### src/rtl/wb_result_port.sv
`default_nettype none
// ============================================================================
// Module   : wb_result_port
// Purpose  : Buffered result-reporting port. Snoops register-file writeback,
//            captures writes that fall in the register window [REG_LO,REG_HI]
//            into a circular FIFO, and presents the head entry show-ahead on
//            a valid/ready interface. An almost-full stall request gives the
//            core room to absorb writebacks already in flight. Captures that
//            arrive while the FIFO is full are dropped; the next stored entry
//            carries tag 2'b01 so the consumer knows data was lost.
// Ports    : clock, reset (async, active-high), flush (sync FIFO clear)
//            write / write_reg / write_data       writeback snoop inputs
//            to_peripheral[1:0]                   head tag (00 ok, 01 lost)
//            to_peripheral_reg / _data            head register index / data
//            to_peripheral_valid / _ready         head handshake
//            stall_request                        almost-full back-pressure
//            fifo_level                           current occupancy
//            drop_count                           dropped-capture counter
// Config   : WB_RESULT_PORT_DROP_COUNT_EN  - when defined, builds a saturating
//            drop counter (cleared only by reset); otherwise drop_count = 0.
// Revision : 1.0 - initial release
// ============================================================================
module wb_result_port #(
  parameter int DATA_WIDTH  = 32,
  parameter int REG_LO      = 10,
  parameter int REG_HI      = 17,
  parameter int FIFO_DEPTH  = 8,
  parameter int ALMOST_FULL = 2,
  parameter int CNT_WIDTH   = 16
) (
  input  logic                            clock,
  input  logic                            reset,
  input  logic                            flush,
  input  logic                            write,
  input  logic [4:0]                      write_reg,
  input  logic [DATA_WIDTH-1:0]           write_data,
  output logic [1:0]                      to_peripheral,
  output logic [4:0]                      to_peripheral_reg,
  output logic [DATA_WIDTH-1:0]           to_peripheral_data,
  output logic                            to_peripheral_valid,
  input  logic                            to_peripheral_ready,
  output logic                            stall_request,
  output logic [$clog2(FIFO_DEPTH):0]     fifo_level,
  output logic [CNT_WIDTH-1:0]            drop_count
);

  localparam int              c_AW     = $clog2(FIFO_DEPTH);
  localparam int              c_LW     = c_AW + 1;
  localparam logic [4:0]      c_REG_LO = REG_LO[4:0];
  localparam logic [4:0]      c_REG_HI = REG_HI[4:0];
  localparam logic [c_LW-1:0] c_DEPTH  = FIFO_DEPTH[c_LW-1:0];
  localparam logic [c_LW-1:0] c_AF     = ALMOST_FULL[c_LW-1:0];
  localparam logic [c_LW-1:0] c_ONE    = {{(c_LW-1){1'b0}}, 1'b1};

  // Storage: one lost bit, register index and data per entry.
  logic                  r_mem_lost [FIFO_DEPTH];
  logic [4:0]            r_mem_reg  [FIFO_DEPTH];
  logic [DATA_WIDTH-1:0] r_mem_data [FIFO_DEPTH];

  logic [c_AW-1:0] r_rd_ptr;
  logic [c_AW-1:0] r_wr_ptr;
  logic [c_LW-1:0] r_level;
  logic            r_lost;

  logic w_cap;
  logic w_valid;
  logic w_full;
  logic w_pop;
  logic w_push;
  logic w_drop;

  assign w_cap   = write && (write_reg >= c_REG_LO) && (write_reg <= c_REG_HI)
                   && (write_reg != 5'd0);
  assign w_valid = (r_level != '0);
  assign w_full  = (r_level == c_DEPTH);
  // Flush overrides every same-cycle push, pop and drop.
  assign w_pop   = w_valid && to_peripheral_ready && !flush;
  assign w_push  = w_cap && (!w_full || (w_valid && to_peripheral_ready)) && !flush;
  assign w_drop  = w_cap && w_full && !to_peripheral_ready && !flush;

  // Pointers, level and sticky lost flag.
  always_ff @(posedge clock or posedge reset) begin
    if (reset) begin
      r_rd_ptr <= '0;
      r_wr_ptr <= '0;
      r_level  <= '0;
      r_lost   <= 1'b0;
    end else if (flush) begin
      r_rd_ptr <= '0;
      r_wr_ptr <= '0;
      r_level  <= '0;
      r_lost   <= 1'b0;
    end else begin
      if (w_push) r_wr_ptr <= r_wr_ptr + 1'b1;
      if (w_pop)  r_rd_ptr <= r_rd_ptr + 1'b1;
      if (w_push && !w_pop)      r_level <= r_level + c_ONE;
      else if (w_pop && !w_push) r_level <= r_level - c_ONE;
      // Drop and accept are mutually exclusive, so the order here is safe.
      if (w_drop)      r_lost <= 1'b1;
      else if (w_push) r_lost <= 1'b0;
    end
  end

  // Entry storage needs no reset: outputs are masked while the FIFO is empty.
  always_ff @(posedge clock) begin
    if (w_push) begin
      r_mem_lost[r_wr_ptr] <= r_lost;
      r_mem_reg[r_wr_ptr]  <= write_reg;
      r_mem_data[r_wr_ptr] <= write_data;
    end
  end

  assign to_peripheral_valid = w_valid;
  assign to_peripheral       = w_valid ? {1'b0, r_mem_lost[r_rd_ptr]} : 2'b00;
  assign to_peripheral_reg   = w_valid ? r_mem_reg[r_rd_ptr]  : 5'd0;
  assign to_peripheral_data  = w_valid ? r_mem_data[r_rd_ptr] : '0;
  assign fifo_level          = r_level;
  // Decoded purely from the registered level; no input-to-output path.
  assign stall_request       = ((c_DEPTH - r_level) <= c_AF);

`ifdef WB_RESULT_PORT_DROP_COUNT_EN
  logic [CNT_WIDTH-1:0] r_drop_cnt;

  always_ff @(posedge clock or posedge reset) begin
    if (reset) begin
      r_drop_cnt <= '0;
    end else if (w_drop && (r_drop_cnt != {CNT_WIDTH{1'b1}})) begin
      r_drop_cnt <= r_drop_cnt + 1'b1;
    end
  end

  assign drop_count = r_drop_cnt;
`else
  assign drop_count = '0;
`endif

endmodule
`default_nettype wire
### config.mk
export PLATFORM = sky130hd
export DESIGN_NAME = wb_result_port
export DESIGN_NICKNAME = d
export VERILOG_FILES = /design/src/rtl/wb_result_port.sv
export SDC_FILE = /design/constraint.sdc
export NUM_CORES = 1
export LEC_CHECK = 0
export BUFFER_PORTS_ARGS = -buffer_cell sky130_fd_sc_hd__buf_2
export CAP_MARGIN = 20
export CORE_UTILIZATION = 25
export CTS_CLUSTER_SIZE = 14
export DETAILED_ROUTE_END_ITERATION = 8
export GPL_TIMING_DRIVEN = 0
export PLACE_DENSITY_LB_ADDON = 0.1
export REMOVE_ABC_BUFFERS = 1
export SLEW_MARGIN = 5
export SYNTH_ARGS = -nofsm -noshare
export SYNTH_HDL_FRONTEND = slang
export SYNTH_SLANG_ARGS = --single-unit
export TNS_END_PERCENT = 5
### constraint.sdc
create_clock -name clock -period 7.6 [get_ports clock]
set_input_delay 0 -clock clock [delete_from_list [all_inputs] [get_ports clock]]
set_output_delay 0 -clock clock [all_outputs]
set_load 0.01 [all_outputs]
==> results.json, run 1 <==
{
  "status": "finished clean",
  "fin_crit_ns": 3.56,
  "synthSimpleGateAreaFrac_pct": 3.36,
  "crit_family": "simple AND/OR/NAND/NOR gates",
  "crit_chain": "inv_1 -> ha_1 -> and4bb_1 -> nor2b_2 -> nand3_1 -> nor4_2 -> buf_4 -> buf_4 -> buf_6 -> buf_4 -> buf_4",
  "leakagePower_nw": 5.15,
  "wirelength_mm": 30.5,
  "synth-adder-area-share_pct": 0.760,
  "cts.clk_slew.worst_paths_ns": 0.06,
  "start_util_pct": 25.4,
  "grt_pass1_wl_mm": 45.4,
  "ys_types": 41,
  "ir_worst_vdd_v": 0.000140,
  "rsz0062_at_grt": "false",
  "dp_slack_ns": 3.95,
  "muxShareOfSynthArea_pct": 17.3,
  "cts_setup_buffers": 0,
  "grt_max_degree": 48,
  "syn_inst": 597,
  "fmax_mhz": 281,
  "area_delta_synth_final_pct": 26.0,
  "cts_resized": 0,
  "place_area_um2": 14200,
  "ctsRootBufferMaster": "clkbuf_16",
  "crit_arrival_ns": 3.82,
  "synth_seq_area_share_pct": 75.2,
  "synth-main-ff-cell": "edfxtp_1",
  "grt_pass1_vias": 6991,
  "cp_max_fo": 5,
  "first_pass_iters": 4,
  "syn_avg_cell_area_um2": 20.9,
  "setup_viol_count_final": 0,
  "largest_register_ffs": 256,
  "hold_class": "in -> async",
  "finalMaxSlewViolations": 0,
  "final_cell_mix": "edfxtp_1 (304), buf_2 (85), mux4_2 (76), nor2_1 (55), dlygate4sd3_1 (44)",
  "ys_ff_latch": 315,
  "synth_edf_count": 304,
  "utilization_pct": 32.1,
  "num_rows": 81,
  "syn-cell-area_um2": 12500,
  "drv_cap": 0,
  "synth_top_family_by_area": "multiplexers",
  "cts.hold.buffers_added": 44,
  "routedWlPerCell_um": 20.7,
  "crit_top_cell": "buf_4",
  "power_density_nw_per_um2": 284,
  "synth-compound-area-share_pct": 0.470,
  "port_buffers": 85,
  "die_w_um": 226,
  "worst_slew_pin_slew_ns": 0.856,
  "diodes": 0,
  "dpl.cell_count": 1361,
  "path_buf_inv": 6,
  "htree_num_levels": 2,
  "layout_commonest_cell": "edfxtp_1",
  "coreArea_um2": 49200,
  "vias_per_cell": 4.21,
  "dr.first_iter.drc_count": 307,
  "slowest_stage": "nor4_2",
  "pin_count": 103,
  "endpoint_kind": "register",
  "worstSetupPathType": "reg -> reg",
  "cpPeakStageDelay_ns": 0.63,
  "ant_nets": 0,
  "clkLatencyLatePin_ns": 0.55,
  "slew_headroom_pct": 42.9,
  "crit_path_start_kind": "register",
  "synth_warnings": 0,
  "dp_hpwl_mm": 19.5,
  "async_flop_share_pct": 3.49,
  "vias": 6201,
  "grtUsageTotal_pct": 12.5,
  "clock_path_buffers": 3,
  "finalCritPeriodShare_pct": 46.8,
  "fin_skew_ns": 0.0184,
  "final_nets": 830,
  "timing.final.ws_setup_ns": 4.04,
  "cts_made_buffers": 38,
  "fin_area_um2": 15800,
  "synth_xor_area_share_pct": 0.640,
  "cts_tree": "yes",
  "clock_sinks": 315,
  "place.gp.congestion": 0.661,
  "dieArea_um2": 50900,
  "drive_gt1_share_pct": 34.7,
  "grt-ovfl-total": 0,
  "crit_required_ns": 7.86,
  "drc": 0,
  "antenna_found_initial": 1,
  "fp.dieH_um": 226,
  "hold_violations": 0,
  "fin_cells": 1473
}
## synthesized netlist by cell type, types with 2 or more instances
cell,instances,share of area (%)
a21oi_1,4,0.16
and2_1,2,0.10
buf_2,9,0.36
buf_4,20,1.2
clkbuf_1,16,0.48
dfrtp_1,11,2.2
edfxtp_1,304,73
ha_1,6,0.60
inv_1,5,0.15
inv_2,2,0.060
mux2_4,3,0.36
mux2i_1,39,3.1
mux4_2,76,14
nand2_1,7,0.21
nand3_1,4,0.16
nor2_1,58,1.7
nor3_1,3,0.12
xnor2_1,2,0.14
xor2_1,4,0.28
## logic make-up after synthesis
kind of cell,Yosys count
mux,119
flops,315
compound gates,8
buf+inv,53
other cells,1
fa+ha+maj,7
xor+xnor,7
simple gates,87
## tightest hold or removal path: cells and delay by family
| family | cells | cell delay (ns) |
|---|---|---|
| buf+inv | 3 | 1.01 |
## metal layers
layer  GRT usage, %  part of all wire, %
met4           3.84                  2.1
met2           21.0                   50
met3           2.89                  3.6
met1           15.9                   44
met5              0                0.056
## final timing paths
check / cells after the start / slack (ns) / to / startpoint
min in group clock: 2 / 0.26 / r_mem_data[7][12]$_DFFE_PP_ / write_data[12]
max in group asynchronous: 3 / 7.20 / r_rd_ptr[0]$_DFFE_PP0P_ / reset
min reg2reg: 0 / 0.67 / r_mem_lost[2]$_DFFE_PP_ / r_lost$_DFFE_PP0P_
min: 3 / 0.02 / fifo_level[0]$_DFFE_PP0P_ / reset
max reg2reg: 11 / 4.04 / r_mem_data[1][12]$_DFFE_PP_ / fifo_level[0]$_DFFE_PP0P_
max: 11 / 4.04 / r_mem_data[1][12]$_DFFE_PP_ / fifo_level[0]$_DFFE_PP0P_
## final cells by class
cell class	count	area [um^2]
Fill cell	4776	33400
Clock buffer	48	988
Timing Repair Buffer	174	1430
Clock inverter	20	136
Inverter	7	26.3
Multi-Input combinational cell	245	2930
Sequential cell	315	9420
Tap cell	664	831
## power by group
part	switching (mW)	leakage (nW)	total [mW]	internal [mW]
clock	0.690	0.550	1.65	0.956
sequential	0.0518	2.88	1.97	1.92
combinational	0.438	1.72	0.864	0.426
total	1.18	5.15	4.48	3.30
## metrics by stage
stage / hold slack (ns) / TNS, ns / power, mW
floorplan: -0.148 / 0 / 2.53
global placement: 0.0369 / -412.92 / 2.89
detailed placement: 0.0579 / 0 / 2.89
CTS: 0.00154 / 0 / 4.58
global route: 0.0478 / 0 / 4.71
finish: 0.0216 / 0 / 4.48
No activity file was read; power rests on OpenSTA's default activity.
==> run 2: changes to the inputs <==
--- a/config.mk
+++ b/config.mk
@@ -5,6 +5,7 @@
 export SDC_FILE = /design/constraint.sdc
 export NUM_CORES = 1
 export LEC_CHECK = 0
+export ABC_AREA = 1
 export BUFFER_PORTS_ARGS = -buffer_cell sky130_fd_sc_hd__buf_2
 export CAP_MARGIN = 20
 export CORE_UTILIZATION = 25
==> constraint.sdc (replaced) <==
create_clock -name clock -period 3.6 [get_ports clock]
set_input_delay 0 -clock clock [delete_from_list [all_inputs] [get_ports clock]]
set_output_delay 0 -clock clock [all_outputs]
set_load 0.01 [all_outputs]
==> results.json, run 2 <==
{
  "r2r_slack_ns": 0.83,
  "yosysMostFrequentCell": "nor2_1",
  "place.gp.congestion": 0.668,
  "syn_avg_cell_area_um2": 12.4,
  "antenna_found_initial": 0,
  "hold_slack_ns": 0.0487,
  "start_util_pct": 25.5,
  "rsz0062_at_grt": "false",
  "slew_headroom_pct": 45.8,
  "clkLatencyLatePin_ns": 0.52,
  "path_buf_inv": 3,
  "yosys.area.top_type_share_pct": 70.9,
  "dpl.cell_count": 1771,
  "ctsRootBufferMaster": "clkbuf_16",
  "crit_required_ns": 3.60,
  "async_flop_share_pct": 3.49,
  "diodes": 0,
  "ys_types": 30,
  "dp_hpwl_mm": 20.2,
  "synth_top_cells_by_count": "nor2_1 (309), edfxtp_1 (304), o21ai_1 (114)",
  "synth_edf_count": 304,
  "vias": 8093,
  "finalCritPeriodShare_pct": 84.4,
  "layout_commonest_cell": "nor2_1",
  "drc": 0,
  "hold_class": "in -> async",
  "die_w_um": 229,
  "worstSetupPathType": "reg -> out",
  "r2r_start": "fifo_level[0]$_DFFE_PP0P_",
  "grt_pass1_vias": 7877,
  "regToRegEndpoint": "r_mem_data[6][5]$_DFFE_PP_",
  "fin_crit_ns": 3.04,
  "dr.first_iter.drc_count": 496,
  "fin_cells": 1875,
  "crit_family": "buffers and inverters",
  "grtUsageTotal_pct": 12.7,
  "power_density_nw_per_um2": 649,
  "vias_per_cell": 4.32,
  "syn_inst": 1035,
  "fmax_mhz": 329,
  "ant_nets": 0,
  "drv_cap": 0,
  "ys_ff_latch": 315,
  "synth_area_leader_cell": "edfxtp_1",
  "leakagePower_nw": 5.54,
  "finalMaxSlewViolations": 0,
  "setup_viol_count_final": 0,
  "clock_path_buffers": 3,
  "area_delta_synth_final_pct": 23.3,
  "p_total_mw": 10.3,
  "drive_gt1_share_pct": 16.0,
  "cts.clk_slew.worst_paths_ns": 0.06,
  "status": "finished clean",
  "crit_arrival_ns": 3.04,
  "ir_worst_vdd_v": 0.000294,
  "cts_resized": 0,
  "final_nets": 1229,
  "crit_chain": "inv_6 -> buf_16 -> nor2_1 -> o32ai_1 -> nor2_1 -> nor2_1 -> buf_2",
  "worst_slew_pin_slew_ns": 0.808,
  "grt-ovfl-total": 0,
  "endpoint_kind": "output port",
  "pin_count": 103,
  "dieArea_um2": 52400,
  "fillers": 5062,
  "largest_register_ffs": 256,
  "coreArea_um2": 50500,
  "cp_max_fo": 97,
  "final_cell_mix": "nor2_1 (307), edfxtp_1 (304), o21ai_1 (114), buf_2 (85), o21ai_0 (80)",
  "fin_skew_ns": 0.0102,
  "cts_tree": "yes",
  "crit_path_start_kind": "register",
  "synth_warnings": 0,
  "hold_violations": 0,
  "first_pass_iters": 4,
  "grt_pass1_wl_mm": 50.2,
  "fp.dieH_um": 229,
  "crit_top_cell": "nor2_1",
  "r2r_cells": 10,
  "htree_num_levels": 2,
  "syn-cell-area_um2": 12900,
  "clock_sinks": 315,
  "port_buffers": 85,
  "synth-main-ff-cell": "edfxtp_1",
  "routedWlPerCell_um": 17.8,
  "wirelength_mm": 33.4,
  "num_rows": 82,
  "cpPeakStageDelay_ns": 0.69,
  "cts_made_buffers": 37,
  "slowest_stage": "dfrtp_4",
  "synth_seq_area_share_pct": 73.0,
  "synth_area_leaders": "edfxtp_1 (71%), nor2_1 (9.0%), o21ai_1 (4.4%), o21ai_0 (3.1%), o32ai_1 (2.6%)",
  "grt_max_degree": 98
}
==> run 2: per-layer routing <==
layer  routed length, um  share of wire (%)  track usage [%]  vias to the layer above
met4                 599                1.8             3.38                        0
met1               16700                 50             18.4                     3955
met5                   0                  0                0                        -
met3                1050                3.1             2.04                       38
met2               15000                 45             19.5                      129
li1                    -                  -                -                     3971
==> run 2: final cells by class <==
class	count	area (um^2)	area share, %
sequential	315	9410	59.2
clock buffer	51	1020	6.43
inverter	26	103	0.646
timing repair buffer	169	1450	9.10
tap	672	841	5.29
multi-input combinational	631	2990	18.8
clock inverter	11	77.6	0.488
==> run 2: what timing repair did <==
action | CTS | global route
endpoints found under the hold margin | 316 | 0
hold buffers | 42 | 0
buffers inserted | 0 | 0
==> run 2: how the worst max path moves through the flow <==
stage	start	end	slack, ns	depth (start not counted)
finish	r_rd_ptr[0]$_DFFE_PP0P_	to_peripheral_data[16]	0.56	7
global route	r_rd_ptr[0]$_DFFE_PP0P_	to_peripheral_reg[4]	0.31	7
CTS	r_rd_ptr[0]$_DFFE_PP0P_	to_peripheral_reg[4]	0.46	7
detailed placement	fifo_level[0]$_DFFE_PP0P_	r_mem_data[6][20]$_DFFE_PP_	0.77	10
global placement	r_rd_ptr[0]$_DFFE_PP0P_	to_peripheral_reg[4]	-5.29	6
floorplan	fifo_level[0]$_DFFE_PP0P_	r_mem_data[6][0]$_DFFE_PP_	-0.65	7
==> run 2: worst register-to-register path, stage by stage, from the launching register on <==
cell     delay, ns
dfrtp_1       0.39
inv_1         0.13
ha_1          0.26
nand4_1       0.13
nand3_1       0.11
inv_1         0.11
nand2_1       0.19
nor3_2        0.55
buf_6         0.24
buf_8         0.15
buf_4         0.20
==> run 2: cells by family (layout without fill, tap and decap cells) <==
group / after synthesis / after routing / synth area share, %
and+or+nand+nor: 366 / 366 / 11.0
buffers and inverters: 105 / 257 / 4.62
adders and majority gates: 7 / 7 / 0.738
AOI/OAI and AO/OA: 238 / 238 / 10.4
DFF: 315 / 315 / 73.0
other: 1 / 17 / 0.0291
xor gates and xnor gates: 3 / 3 / 0.204
==> run 2: where the power goes <==
group / switching (mW) / internal, mW
Clock: 1.43 / 2.04
Sequential: 0.142 / 4.07
Combinational: 1.67 / 0.946
Total: 3.25 / 7.06
==> run 2: per-stage QoR <==
| stage | instance area, um^2 | utilization [%] | setup TNS, ns | worst slack [ns] |
|---|---|---|---|---|
| after floorplan | 12400 | - | -165.66 | -0.654 |
| after CTS | 15900 | 31.5 | 0 | 0.460 |
| after global placement | 13700 | 27.2 | -1318.93 | -5.29 |
| after detailed placement | 14400 | 28.5 | 0 | 0.773 |
| after global routing | 15900 | 31.5 | 0 | 0.310 |
| final | 15900 | 31.5 | 0 | 0.560 |
